**src/rtl/mem_pkg.sv**
```systemverilog
// Shared encodings and store-steering helpers for the RV64 MEM stage.
package mem_pkg;

  localparam logic [2:0] F3_B  = 3'b000;
  localparam logic [2:0] F3_H  = 3'b001;
  localparam logic [2:0] F3_W  = 3'b010;
  localparam logic [2:0] F3_D  = 3'b011;
  localparam logic [2:0] F3_BU = 3'b100;
  localparam logic [2:0] F3_HU = 3'b101;
  localparam logic [2:0] F3_WU = 3'b110;

  localparam logic [0:0] IDLE = 1'b0;
  localparam logic [0:0] WAIT = 1'b1;

  localparam int unsigned CTRL_MEM_LOAD  = 1;
  localparam int unsigned CTRL_MEM_STORE = 0;
  localparam int unsigned CTRL_WB_SEL    = 1;
  localparam int unsigned CTRL_WB_WE     = 0;

  // Size is carried in funct3[1:0]; bytes past lane 7 fall off the mask.
  function automatic logic [7:0] store_strb(input logic [2:0] f3, input logic [2:0] off);
    logic [7:0] strb;
    case (f3[1:0])
      2'b00:   strb = 8'h01 << off;
      2'b01:   strb = 8'h03 << off;
      2'b10:   strb = 8'h0F << off;
      default: strb = 8'hFF;
    endcase
    return strb;
  endfunction

  function automatic logic [63:0] store_lanes(input logic [2:0] f3, input logic [63:0] data);
    logic [63:0] lanes;
    case (f3[1:0])
      2'b00:   lanes = {8{data[7:0]}};
      2'b01:   lanes = {4{data[15:0]}};
      2'b10:   lanes = {2{data[31:0]}};
      default: lanes = data;
    endcase
    return lanes;
  endfunction

  function automatic logic misaligned(input logic [2:0] f3, input logic [2:0] off);
    logic mis;
    case (f3[1:0])
      2'b00:   mis = 1'b0;
      2'b01:   mis = off[0];
      2'b10:   mis = |off[1:0];
      default: mis = |off;
    endcase
    return mis;
  endfunction

endpackage

```
**src/rtl/mem_stage_load_align.sv**
```systemverilog
// Load alignment: shifts the addressed bytes down to lane 0 and extends per funct3.
module load_align
  import mem_pkg::*;
(
  input  logic [63:0] rdata,
  input  logic [2:0]  off,
  input  logic [2:0]  funct3,
  output logic [63:0] data
);

  logic [63:0] shifted;

  assign shifted = rdata >> {off, 3'b000};

  always_comb begin
    data = shifted;
    case (funct3)
      F3_B:    data = {{56{shifted[7]}}, shifted[7:0]};
      F3_H:    data = {{48{shifted[15]}}, shifted[15:0]};
      F3_W:    data = {{32{shifted[31]}}, shifted[31:0]};
      F3_D:    data = shifted;
      F3_BU:   data = {56'd0, shifted[7:0]};
      F3_HU:   data = {48'd0, shifted[15:0]};
      F3_WU:   data = {32'd0, shifted[31:0]};
      default: data = shifted;
    endcase
  end

endmodule

```
**src/rtl/mem_stage.sv**
```systemverilog
// RV64 MEM stage: EX/MEM -> req/ack data port -> MEM/WB register.
// Optional MEM_MISALIGN_TRAP_EN adds a registered misalign flag and skips misaligned accesses.
module mem_stage
  import mem_pkg::*;
#(
  parameter int unsigned XLEN   = 64,
  parameter int unsigned ADDR_W = 32
) (
  input  logic              clk,
  input  logic              reset,
  input  logic              in_valid,
  input  logic [1:0]        ctrl_mem,
  input  logic [2:0]        funct3,
  input  logic [1:0]        ctrl_wb_in,
  input  logic [XLEN-1:0]   alu_result,
  input  logic [XLEN-1:0]   store_data,
  input  logic [4:0]        rd_in,
  output logic              stall,
  output logic              dmem_req,
  output logic              dmem_we,
  output logic [ADDR_W-1:0] dmem_addr,
  output logic [XLEN-1:0]   dmem_wdata,
  output logic [7:0]        dmem_wstrb,
  input  logic [XLEN-1:0]   dmem_rdata,
  input  logic              dmem_ack,
`ifdef MEM_MISALIGN_TRAP_EN
  output logic              misalign,
`endif
  output logic [1:0]        ctrl_wb,
  output logic [XLEN-1:0]   mem_data,
  output logic [XLEN-1:0]   alu_data,
  output logic [4:0]        rd_wb
);

  logic [0:0]      state;
  logic            is_load;
  logic            is_store;
  logic            memop;
  logic            mis;
  logic            go_mem;

  logic [XLEN-1:0] lat_alu;
  logic [2:0]      lat_f3;
  logic [4:0]      lat_rd;
  logic [1:0]      lat_wb;
  logic            lat_load;
  logic [XLEN-1:0] ld_data;

  // Load wins when both control bits are set.
  assign is_load  = ctrl_mem[CTRL_MEM_LOAD];
  assign is_store = ctrl_mem[CTRL_MEM_STORE] & ~is_load;
  assign memop    = is_load | is_store;

`ifdef MEM_MISALIGN_TRAP_EN
  assign mis = memop & misaligned(funct3, alu_result[2:0]);
`else
  assign mis = 1'b0;
`endif

  assign go_mem = in_valid & memop & ~mis;
  assign stall  = ((state == IDLE) & go_mem) | ((state == WAIT) & ~dmem_ack);

  load_align u_load_align (
    .rdata  (dmem_rdata),
    .off    (lat_alu[2:0]),
    .funct3 (lat_f3),
    .data   (ld_data)
  );

  always_ff @(posedge clk) begin
    if (reset) begin
      state      <= IDLE;
      dmem_req   <= 1'b0;
      dmem_we    <= 1'b0;
      dmem_addr  <= '0;
      dmem_wdata <= '0;
      dmem_wstrb <= '0;
      lat_alu    <= '0;
      lat_f3     <= '0;
      lat_rd     <= '0;
      lat_wb     <= '0;
      lat_load   <= 1'b0;
      ctrl_wb    <= '0;
      mem_data   <= '0;
      alu_data   <= '0;
      rd_wb      <= '0;
    end else begin
      // Default MEM/WB contents are a bubble; only completing slots overwrite it.
      ctrl_wb  <= '0;
      mem_data <= '0;
      alu_data <= '0;
      rd_wb    <= '0;
      case (state)
        IDLE: begin
          if (go_mem) begin
            state      <= WAIT;
            dmem_req   <= 1'b1;
            dmem_we    <= is_store;
            dmem_addr  <= {alu_result[ADDR_W-1:3], 3'b000};
            dmem_wdata <= is_store ? store_lanes(funct3, store_data) : '0;
            dmem_wstrb <= is_store ? store_strb(funct3, alu_result[2:0]) : 8'h00;
            lat_alu    <= alu_result;
            lat_f3     <= funct3;
            lat_rd     <= rd_in;
            lat_wb     <= is_store ? {ctrl_wb_in[CTRL_WB_SEL], 1'b0} : ctrl_wb_in;
            lat_load   <= is_load;
          end else if (in_valid) begin
            // Only a trapped misaligned access reaches here with memop set.
            ctrl_wb  <= memop ? {ctrl_wb_in[CTRL_WB_SEL], 1'b0} : ctrl_wb_in;
            alu_data <= alu_result;
            rd_wb    <= rd_in;
          end
        end
        WAIT: begin
          if (dmem_ack) begin
            state      <= IDLE;
            dmem_req   <= 1'b0;
            dmem_we    <= 1'b0;
            dmem_wstrb <= 8'h00;
            ctrl_wb    <= lat_wb;
            mem_data   <= lat_load ? ld_data : '0;
            alu_data   <= lat_alu;
            rd_wb      <= lat_rd;
          end
        end
        default: state <= IDLE;
      endcase
    end
  end

`ifdef MEM_MISALIGN_TRAP_EN
  always_ff @(posedge clk) begin
    if (reset) begin
      misalign <= 1'b0;
    end else begin
      misalign <= (state == IDLE) & in_valid & mis;
    end
  end
`endif

endmodule

```
**config.mk**
```make
export PLATFORM = sky130hd
export DESIGN_NAME = mem_stage
export DESIGN_NICKNAME = d
export VERILOG_FILES = /design/src/rtl/mem_pkg.sv /design/src/rtl/mem_stage_load_align.sv /design/src/rtl/mem_stage.sv
export SDC_FILE = /design/constraint.sdc
export NUM_CORES = 1
export LEC_CHECK = 0
export ABC_AREA = 1
export BUFFER_PORTS_ARGS = -buffer_cell sky130_fd_sc_hd__buf_2
export CORE_MARGIN = 10
export CORE_UTILIZATION = 50
export DETAILED_ROUTE_END_ITERATION = 8
export PLACE_DENSITY = 0.89
export SLEW_MARGIN = 20
export SYNTH_ARGS = -nofsm -noshare
export SYNTH_HDL_FRONTEND = slang
export SYNTH_SLANG_ARGS = --single-unit
```
**constraint.sdc**
```tcl
create_clock -name clk -period 1.59 [get_ports clk]
set_input_delay 0.318 -clock clk [delete_from_list [all_inputs] [get_ports clk]]
set_output_delay 0.318 -clock clk [all_outputs]
set_load 0.005 [all_outputs]
```
==> key figures <==
Clock network
  – Clock Tree Root: clkbuf_16
  – CTS Buffer Depth: 3
  – H-tree Lvls: 1
  – Num CTS Buffers: 29
  – CTS Sinks: between 200 and 300
  – Reg clk slew, reported paths: 0.07 ns
  – Clock Latency Late Sink: 0.57 ns
  – CTS tree: yes

Floorplanning
  – Ports: 450
  – Num rows: 57
  – Die Ht: between 150 and 200 um
  – Die width: between 150 and 200 um
  – CORE AREA: ~24000 sq um
  – Die area: around 32000 sq um
  – Initial Utilization: about half

Setup path
  – CP peak stage delay: approximately 0.4 ns
  – CP arrival: between 1 and 1.5 ns
  – R2R Setup Slk: 0 ns
  – Worst path slowest cell: dfxtp_4
  – R2r endpoint: alu_data[22]
  – R2R Path Start: state
  – Crit path kind: flop to primary output
  – Worst path cell trace: buf_6, nor2_4, nor2_2, buf_2
  – R2R depth: 8
  – Crit. End Element: primary output
  – Worst Path Required: approximately 1.3 ns
  – CP startpoint kind: flop
  – Worst Path Max Fanout: 3

Worst hold path
  – Hold path cells: 3
  – Min-delay src: alu_result[19]
  – Hold Path End: lat_alu[19]
  – Class of the worst hold path: primary input to flop

STA
  – Least-Margin Pin Slew: about 0.54 ns
  – Pins Over Slew Limit: 0
  – Highest clock rate: between 500 and 600 MHz
  – Final hold viol count: 0
  – Worst rel slew slack: between 60% and 70%
  – Final Worst Setup Slack: -0.177 ns
  – Minimum clock period: approximately 1.8 ns
  – Worst Clk Skew: approximately 0.017 ns
  – Count of final setup violators: 1
  – RSZ-0062 raised after global routing: true
  – Tcrit/Tclk final: 111%

Place
  – Placed insts: 2499
  – Port buffer count: roughly 450
  – Place WS: -0.139 ns
  – Detail Placement HPWL: approximately 39 mm
  – Final Wtd Congestion: 0.955

Finish
  – Area growth syn-to-layout: 34.3%
  – Non-Filler Instances: between 2k and 3k
  – Final #Nets: around 2.4k
  – Register area: 5710 sq um
  – Area of the multi-input gates: approximately 5800 sq um
  – Most frequent cells in the layout: nand2_1 (552), buf_2 (445), dfxtp_1 (282)
  – FILL cells: slightly below 2k
  – Share of layout cells above drive strength 1: slightly above 30%
  – Most common cell after layout, fill and taps aside: nand2_1

Route
  – Drt wl/cell: between 20 and 25 um
  – DR DRC count: 0
  – Routed Antenna Nets: 0
  – Initial DRC count: approximately 1.6k
  – Initial DRT Pass Iterations: 7
  – Vias per std cell: 5.60
  – Final WL: ~52 mm
  – Via count: approximately 14k

Synth
  – Top_reg_cell synth: dfxtp_1
  – Top post-synthesis cells by area: dfxtp_1 (46%), nand2_1 (17%), a21oi_1 (11%)
  – Yosys cell types: 33
  – #FFs+latches synth: between 200 and 300
  – Yosys top cell area share: roughly 46%
  – Synth Area per Inst: 7.04 sq um
  – Yosys warns: 0
  – Post-Syn Area: ~12000 sq um
  – Sequential element share of the synthesized area: between 40 and 50%
  – Cell taking the most area after synthesis: dfxtp_1
  – Post-synth EDFFs: 0
  – Post-Synthesis Cells: around 1.8k
  – Async set-or-reset flop fraction in the synthesized netlist: 0%

Global route
  – All-Layer GR Usage: between 30% and 40%
  – Initial antenna violation count: 13
  – Vias in the first global route: approximately 14k
  – Largest net degree at the start of global routing: about 80
  – Global-route wire length before repair: 76.9 mm
  – GR Overflow Total: 0

Run status
  – Status: complete, but fails checks
  – Violated checks: setup timing

Power
  – PD cells: approximately 1100 nW/um^2
  – Worst IR drop on VDD: ~0.0010 V
  – Lkg Pwr: between 0.007 and 0.008 uW

Run
  – Max-cap viol count: 0
## worst max-delay path, delay by kind of cell (launching register included)
family	cells	cell delay, ns
buffers and inverters	2	0.28
flip-flops	1	0.39
AND/OR/NAND/NOR	2	0.20
## metrics by stage
step | hold WS (ns) | total power (uW) | TNS [ns] | cell area [sq um] | utilization, %
2_1_floorplan | 0.440 | 9340 | 0 | 12500 | -
4_1_cts | 0.000251 | 17700 | -0.0393 | 16500 | 67.7
3_3_place_gp | 0.446 | 10700 | -1.09 | 15400 | 63.3
3_5_place_dp | 0.452 | 10700 | -3.07 | 15400 | 63.3
5_1_grt | 0.00935 | 18400 | -1.41 | 16700 | 68.5
6_report | 0.0106 | 17800 | -0.177 | 16700 | 68.5
## per-layer routing
layer	vias up	wire, um	global-route usage [%]
met5	-	46	0
met3	196	5990	8.07
met1	6538	18400	35.3
li1	6660	-	-
met4	6	2510	13.9
met2	993	25300	51.9
## flip-flops by register name, indices dropped and copies added (netlist names)
signal and count:
lat_rd 5, lat_load 1, dmem_we 1, state 1, alu_data 64, lat_wb 2, rd_wb 5, dmem_wdata 64
mem_data 64, dmem_wstrb 8, lat_f3 3, lat_alu 64, ctrl_wb 2, dmem_req 1
## worst max path at each step
stage,startpoint,endpoint,slack (ns),cells past startpoint
after global routing,state,stall,-0.19,4
after floorplan,funct3[0],dmem_wdata[63],0.11,8
after detailed placement,lat_alu[0],mem_data[24],-0.14,9
after CTS,state,stall,-0.04,4
final,state,stall,-0.18,4
after global placement,lat_alu[0],mem_data[24],-0.11,9
## where the power goes
part / internal (uW) / total, uW / switching (uW)
Combinational: 1270 / 3250 / 1980
Sequential: 7390 / 7540 / 152
Clock: 4090 / 7020 / 2930
Total: 12700 / 17800 / 5060
## repair_timing
item / in CTS / in global routing
gates cloned: 0 / 1
setup endpoints to repair: 7 / 58
endpoints found under the hold margin: 6 / 0
resized for setup: 15 / 46
hold buffers: 6 / 0
pin swaps: 3 / 5
buffers inserted: 2 / 2
## synth_stat cells (3+ instances only)
master    number
nand2_1      553
or2_2          4
a21oi_1      283
a211oi_1       9
ha_1           5
buf_2         26
o211ai_1      21
buf_1          7
inv_1         52
nand3_1      124
nor3_1         5
buf_6          9
buf_4         40
nor2_1       117
o21ai_1       42
nand2_2        3
nand3_2        3
or2_1          3
dfxtp_1      285
clkbuf_1      84
inv_2          7
o21ai_0       76
## final cells by class
cell class	count	share of cell area [%]
Antenna cell	9	0.135
Clock buffer	41	4.91
Clock inverter	12	0.929
Inverter	60	1.41
Multi-Input combinational cell	1260	34.7
Sequential cell	285	34.2
Tap cell	324	2.43
Timing Repair Buffer	580	21.3
## kinds of logic (layout without fill, tap and decap cells)
| kind of cell | Yosys count | count (layout) | synth area share (%) |
|---|---|---|---|
| adder cells (fa/ha/maj) | 5 | 5 | 0.503 |
| other | 1 | 12 | 0.0301 |
| buffers and inverters | 226 | 693 | 8.85 |
| AO/OA/AOI/OAI | 434 | 434 | 18.1 |
| flip-flops | 285 | 285 | 45.8 |
| multiplexers | 1 | 1 | 0.0804 |
| AND/OR/NAND/NOR | 817 | 817 | 26.6 |
(Power assumes the default switching activity.)
